<file path="src/rtl/regfile_pkg.sv">
// Shared defaults and types for the multi-port register file.
package regfile_pkg;

    localparam int unsigned XLEN_DEF  = 32;
    localparam int unsigned NREGS_DEF = 32;
    localparam int unsigned AW_DEF    = $clog2(NREGS_DEF);
    localparam int unsigned REG_ZERO  = 0;

    typedef logic [AW_DEF-1:0]   reg_addr_t;
    typedef logic [XLEN_DEF-1:0] xdata_t;

endpackage

</file>
<file path="src/rtl/regfile_scoreboard.sv">
// Per-register busy scoreboard: flush > issue > writeback clear > hold.
module regfile_scoreboard
    import regfile_pkg::*;
#(
    parameter  int unsigned NREGS  = NREGS_DEF,
    parameter  int unsigned NUM_RD = 2,
    parameter  int unsigned NUM_WR = 1,
    localparam int unsigned AW     = $clog2(NREGS)
) (
    input  logic                 clk,
    input  logic                 rst,
    input  logic                 flush,
    input  logic                 iss_en,
    input  logic [AW-1:0]        iss_addr,
    input  logic [NUM_WR-1:0]    wr_en,
    input  logic [NUM_WR*AW-1:0] wr_addr,
    input  logic [NUM_WR-1:0]    wr_clr_busy,
    input  logic [NUM_RD*AW-1:0] rd_addr,
    output logic [NUM_RD-1:0]    rd_busy,
    output logic [NREGS-1:0]     busy_vec
);

    logic [NREGS-1:0] busy;
    logic [NREGS-1:0] busy_nxt;
    logic             clr_hit;

    always_comb begin
        busy_nxt = busy;
        clr_hit  = 1'b0;
        if (flush) begin
            busy_nxt = '0;
        end else begin
            for (int unsigned r = 1; r < NREGS; r++) begin
                clr_hit = 1'b0;
                for (int unsigned j = 0; j < NUM_WR; j++) begin
                    if (wr_en[j] && wr_clr_busy[j] && wr_addr[j*AW +: AW] == AW'(r))
                        clr_hit = 1'b1;
                end
                // A newer producer issued this cycle outranks the retiring one.
                if (iss_en && iss_addr == AW'(r))
                    busy_nxt[r] = 1'b1;
                else if (clr_hit)
                    busy_nxt[r] = 1'b0;
            end
        end
        busy_nxt[REG_ZERO] = 1'b0;
    end

    always_ff @(posedge clk or posedge rst) begin
        if (rst)
            busy <= '0;
        else
            busy <= busy_nxt;
    end

    always_comb begin
        rd_busy = '0;
        for (int unsigned k = 0; k < NUM_RD; k++)
            rd_busy[k] = busy[rd_addr[k*AW +: AW]];
    end

    assign busy_vec = busy;

endmodule

</file>
<file path="src/rtl/regfile_mp_sb.sv">
// Multi-port integer register file with busy scoreboard.
// Define REGFILE_BYPASS_EN to forward same-cycle write data to reads.
module regfile_mp_sb
    import regfile_pkg::*;
#(
    parameter  int unsigned XLEN   = XLEN_DEF,
    parameter  int unsigned NREGS  = NREGS_DEF,
    parameter  int unsigned NUM_RD = 2,
    parameter  int unsigned NUM_WR = 1,
    localparam int unsigned AW     = $clog2(NREGS)
) (
    input  logic                   clk,
    input  logic                   rst,
    input  logic [NUM_RD*AW-1:0]   rd_addr,
    output logic [NUM_RD*XLEN-1:0] rd_data,
    output logic [NUM_RD-1:0]      rd_busy,
    input  logic [NUM_WR-1:0]      wr_en,
    input  logic [NUM_WR*AW-1:0]   wr_addr,
    input  logic [NUM_WR*XLEN-1:0] wr_data,
    input  logic [NUM_WR-1:0]      wr_clr_busy,
    input  logic                   iss_en,
    input  logic [AW-1:0]          iss_addr,
    input  logic                   flush,
    output logic [NREGS-1:0]       busy_vec
);

    logic [XLEN-1:0]   regs [NREGS];
    logic [NUM_RD-1:0] sb_rd_busy;

    regfile_scoreboard #(
        .NREGS  (NREGS),
        .NUM_RD (NUM_RD),
        .NUM_WR (NUM_WR)
    ) u_sb (
        .clk         (clk),
        .rst         (rst),
        .flush       (flush),
        .iss_en      (iss_en),
        .iss_addr    (iss_addr),
        .wr_en       (wr_en),
        .wr_addr     (wr_addr),
        .wr_clr_busy (wr_clr_busy),
        .rd_addr     (rd_addr),
        .rd_busy     (sb_rd_busy),
        .busy_vec    (busy_vec)
    );

    // Ascending port order: the last non-blocking write (highest index) wins.
    always_ff @(posedge clk or posedge rst) begin
        if (rst) begin
            for (int unsigned r = 0; r < NREGS; r++)
                regs[r] <= '0;
        end else begin
            for (int unsigned j = 0; j < NUM_WR; j++) begin
                if (wr_en[j] && wr_addr[j*AW +: AW] != AW'(REG_ZERO))
                    regs[wr_addr[j*AW +: AW]] <= wr_data[j*XLEN +: XLEN];
            end
        end
    end

`ifdef REGFILE_BYPASS_EN
    logic fwd_hit;
    logic fwd_clr;

    always_comb begin
        rd_data = '0;
        rd_busy = sb_rd_busy;
        fwd_hit = 1'b0;
        fwd_clr = 1'b0;
        for (int unsigned k = 0; k < NUM_RD; k++) begin
            rd_data[k*XLEN +: XLEN] = regs[rd_addr[k*AW +: AW]];
            fwd_hit = 1'b0;
            fwd_clr = 1'b0;
            for (int unsigned j = 0; j < NUM_WR; j++) begin
                if (wr_en[j] && wr_addr[j*AW +: AW] == rd_addr[k*AW +: AW]
                    && rd_addr[k*AW +: AW] != AW'(REG_ZERO)) begin
                    fwd_hit                 = 1'b1;
                    fwd_clr                 = wr_clr_busy[j];
                    rd_data[k*XLEN +: XLEN] = wr_data[j*XLEN +: XLEN];
                end
            end
            if (fwd_hit && fwd_clr && !(iss_en && iss_addr == rd_addr[k*AW +: AW]))
                rd_busy[k] = 1'b0;
        end
    end
`else
    always_comb begin
        rd_data = '0;
        for (int unsigned k = 0; k < NUM_RD; k++)
            rd_data[k*XLEN +: XLEN] = regs[rd_addr[k*AW +: AW]];
    end

    assign rd_busy = sb_rd_busy;
`endif

endmodule

</file>
<file path="config.mk">
export PLATFORM = sky130hd
export DESIGN_NAME = regfile_mp_sb
export DESIGN_NICKNAME = d
export VERILOG_FILES = /design/src/rtl/regfile_pkg.sv /design/src/rtl/regfile_scoreboard.sv /design/src/rtl/regfile_mp_sb.sv
export SDC_FILE = /design/constraint.sdc
export NUM_CORES = 2
export LEC_CHECK = 0
export ABC_AREA = 1
export ABC_CLOCK_PERIOD_IN_PS = 48900
export BUFFER_PORTS_ARGS = -buffer_cell sky130_fd_sc_hd__buf_2
export CAP_MARGIN = 25
export CORE_AREA = 2 2 302 334
export DETAILED_ROUTE_END_ITERATION = 8
export DIE_AREA = 0 0 304 336
export PLACE_DENSITY_LB_ADDON = 0.12
export SKIP_LAST_GASP = 1
export SLEW_MARGIN = 10
export SYNTH_ARGS = -nofsm -noshare
export SYNTH_HDL_FRONTEND = slang
export SYNTH_SLANG_ARGS = --single-unit
</file>
<file path="constraint.sdc">
create_clock -name clk -period 48.9 [get_ports clk]
set_clock_uncertainty 0.1 [all_clocks]
set_input_delay 4.89 -clock clk [delete_from_list [all_inputs] [get_ports clk]]
set_output_delay 4.89 -clock clk [all_outputs]
set_load 0.03 [all_outputs]
</file>
==> results <==
- The area enclosed by the die boundary is 102000 um^2.
- The maximum fanout count along the critical path is 120.
- For the pin with the worst max-slew slack, the measured transition is 1.23 ns.
- In this run the number of H-tree levels came out at 3.
- The async set-reset flop share out of synthesis is 100%.
- After detailed routing, the total wire length is 219 mm.
- TritonCTS built the clock tree.
- The worst setup path is launched from an input port.
- The count of different cell masters after synthesis is 25.
- Synthesis produced 8652 cells.
- In this run, synthesis inferred 0 flip-flops with an integrated enable.
- Buffers inserted to repair hold after CTS numbered 0.
- The final-report hold violation count is 0.
- The run finished with clean final reports.
- The number of placed instances with taps included is 9394.
- Entering global routing, the biggest net connects 199 pins.
- After synthesis the cells add up to 58900 um^2.
- Once detail routing completed, the nets flagged for antenna violations numbered 0.
- The filler cells instantiated in the layout total 8866.
- The number of placement rows is 121.
- The number of remaining DRC errors is 0.
- The area of all placed cells without fillers is 63000 um^2.
- STA puts the critical path data arrival time at 9.98 ns.
- For this design the ratio of total power to cell area is 40.2 nW/um^2.
- The synthesis-to-layout area growth is 7.03%.
- The fraction of final layout cells sized beyond drive strength 1 is 5.78%.
- The remaining max-slew budget at the tightest pin is 18.1%.
- The post-synthesis average cell area is 6.81 um^2.
- The critical path goes through buf_8 > buf_4 > buf_4 > buf_4 > buf_4 > nand2_1 > nand3_1 > nand3_1 > nand2_1 > nand2_1 > nand2_1 > nand2_1 > nand2_1 > buf_2.
- For this run, the post-layout net count is 8292.
- The count of pins over their slew limit is 0.
- The type of the worst setup path is input port to output pin.
- The global placer's final weighted congestion is 0.877.
- The total overflow reported by the global router is 0.
- The cell at the root of the clock tree is sky130_fd_sc_hd__clkbuf_16.
- The instance area after placement is 58900 um^2.
- For the worst-skew pair, the clock arrives at the later sink with an insertion delay of 0.69 ns.
- The I/O pin total is 156.
- The die is 336 um tall.
- The path class of the tightest hold or removal check is flop to flop.
- The count of routing violations after the opening detailed-route iteration is 9654.
- The tool flagged a number of max-cap violations equal to 0.
- The worst endpoint required time is 43.91 ns.
- The total negative slack is 0 ns.
- Counting every sink on the clock net gives 1055.
- Summed over all cells, the static leakage comes to 30.4 nW.
- Across the VDD grid, the largest voltage drop is 0.0322 mV.
- The dominant register cell in the synthesized netlist is sky130_fd_sc_hd__dfrtp_1.
- The highest-delay cell along the critical path is sky130_fd_sc_hd__buf_4.
- In this run the standard cell core region covers 98600 um^2.
- After clock tree synthesis, the setup repair step added 0 buffers.
- The maximum clock frequency is 66.8 MHz.
- Setup violations remaining at the end of the flow were counted as 0.
- The first global-routing pass estimated 334 mm of wire.
- Measured along the x axis, the die boundary spans 304 um.
- The number of synthesized register bits is 1055.
- In the final routed layout, each cell accounts on average for 22.8 um.
- The total power consumption of the routed design is 0.00254 W.
- After the flow finishes, the layout carries non-filler instances totaling 9617.
- The fraction of the cycle the final worst path needs is 30.6%.
- The count of TritonRoute iterations in the first routing pass is 9.
- Clock-pin slew was measured on the worst setup and hold paths at 0.05 ns.
- The worst setup path is captured at an output pin.
- For this configuration, the core starts out at a cell density of 59.8%.
- The maximum buffer depth of the clock tree is 3.
- The number of gates resized after CTS is 0.
- The number of clock buffers added by TritonCTS is 114.
- Summed over all nets, the half-perimeter wirelength after detailed placement is 110 mm.
- The initial antenna violation count was 2.
- The count of port buffers added during placement is 154.
- The peak per-stage delay on the critical path is 0.91 ns.
- The share of the yosys chip area belonging to registers is 44.8%.
- Setup repair after global routing left no endpoint under its margin.
- For this run, the share of the core covered by cells in the final layout is 64.0%.
- For this run, the total global-route usage over all layers was measured as 42.0%.
- In this design, the critical path's most frequently occurring cell is sky130_fd_sc_hd__nand2_1.
- For this run, the number of Yosys warnings is 0.
- Dividing the detail-routed via count by the number of cells gives 6.30.
- For the finished layout, the period the worst path requires is 14.97 ns.
- Synthesis produced a netlist with a net count of 8710.
- The via count of the routed design is 60600.
- The number of global-route vias before repair is 56100.
[layer usage]
| layer | vias to the layer above | part of all wire (%) | GRT usage [%] | routed length (um) |
|---|---|---|---|---|
| met5 | - | 0 | 0 | 0 |
| met2 | 4266 | 43 | 64.4 | 95100 |
| met4 | 0 | 6.3 | 24.5 | 13800 |
| met3 | 865 | 13 | 8.62 | 28300 |
| li1 | 27200 | - | - | - |
| met1 | 28300 | 37 | 55.7 | 81700 |
[cells in the mapped netlist, drive strengths merged, types with 2 or more instances]
cell type,count,area [um^2]
a21oi,31,155
buf,425,2120
clkbuf,352,1320
clkinv,2,7.51
dfrtp,1055,26400
inv,60,228
nand2,4084,15500
nand3,1593,7980
nor2,51,191
o21ai,993,4970
or2,3,18.8
[placed cells by master, fill, tap and decap left out, types with 12 or more instances in the layout]
cell	Yosys	final
sky130_fd_sc_hd__a21oi_1	31	31
sky130_fd_sc_hd__buf_12	0	12
sky130_fd_sc_hd__buf_16	0	21
sky130_fd_sc_hd__buf_2	336	146
sky130_fd_sc_hd__buf_4	25	58
sky130_fd_sc_hd__clkbuf_1	352	17
sky130_fd_sc_hd__clkbuf_16	0	117
sky130_fd_sc_hd__clkbuf_8	0	23
sky130_fd_sc_hd__clkinv_2	0	20
sky130_fd_sc_hd__clkinvlp_4	0	14
sky130_fd_sc_hd__dfrtp_1	1055	1055
sky130_fd_sc_hd__inv_1	52	45
sky130_fd_sc_hd__nand2_1	4061	4054
sky130_fd_sc_hd__nand2_4	20	30
sky130_fd_sc_hd__nand3_1	1592	1592
sky130_fd_sc_hd__nor2_1	51	51
sky130_fd_sc_hd__o21ai_0	342	342
sky130_fd_sc_hd__o21ai_1	650	650
[report_power, final]
part           switching (W)  internal (W)  total [W]
sequential          0.000124       0.00103    0.00115
clock               0.000379      0.000507   0.000886
combinational       0.000322      0.000175   0.000498
total               0.000825       0.00171    0.00254
[worst max-delay path: cells and delay by family]
kind                   cells  cell delay [ns]
buffers and inverters      6             4.02
AND/OR/NAND/NOR            8             0.87
[cell type report]
type	count	area, um^2	area share [%]
Antenna cell	4	10.0	0.0159
Sequential cell	1055	26400	41.9
Clock buffer	157	3310	5.25
Clock inverter	47	468	0.742
Tap cell	1291	1620	2.56
Inverter	62	288	0.456
Multi-Input combinational cell	6758	28900	45.8
Timing Repair Buffer	243	2070	3.28
[cell families (layout without fill, tap and decap cells)]
logic type             count (synthesis)  count (layout)  synth area share [%]
buffers and inverters                839             509                  6.25
DFF                                 1055            1055                  44.8
and+or+nand+nor                     5732            5732                  40.2
AOI/OAI and AO/OA                   1025            1025                  8.72
other                                  1               5               0.00637
[flip-flops by register name, summed over array words and instances (netlist names)]
register       flops
regs            1024
u_sb.busy_vec     31
[per-stage QoR]
step,hold WS (ns),setup slack (ns)
CTS,0.303,34.21
finish,0.298,33.93
global placement,0.286,34.26
detailed placement,0.288,34.22
floorplan,0.351,14.21
global route,0.312,33.86
[path summary, 6_finish.rpt]
path	end	from	cells past startpoint	slack [ns]
max reg2reg	u_sb.busy_vec[7]	u_sb.busy_vec[7]	2	47.99
max	rd_busy[1]	rd_addr[5]	14	33.93
min	regs[1017]	regs[1017]	0	0.30
max in group asynchronous	regs[581]	rst	6	40.99
min in group asynchronous	regs[852]	rst	2	4.23
min reg2reg	regs[1017]	regs[1017]	0	0.30
No activity file was read; power rests on OpenSTA's default activity.
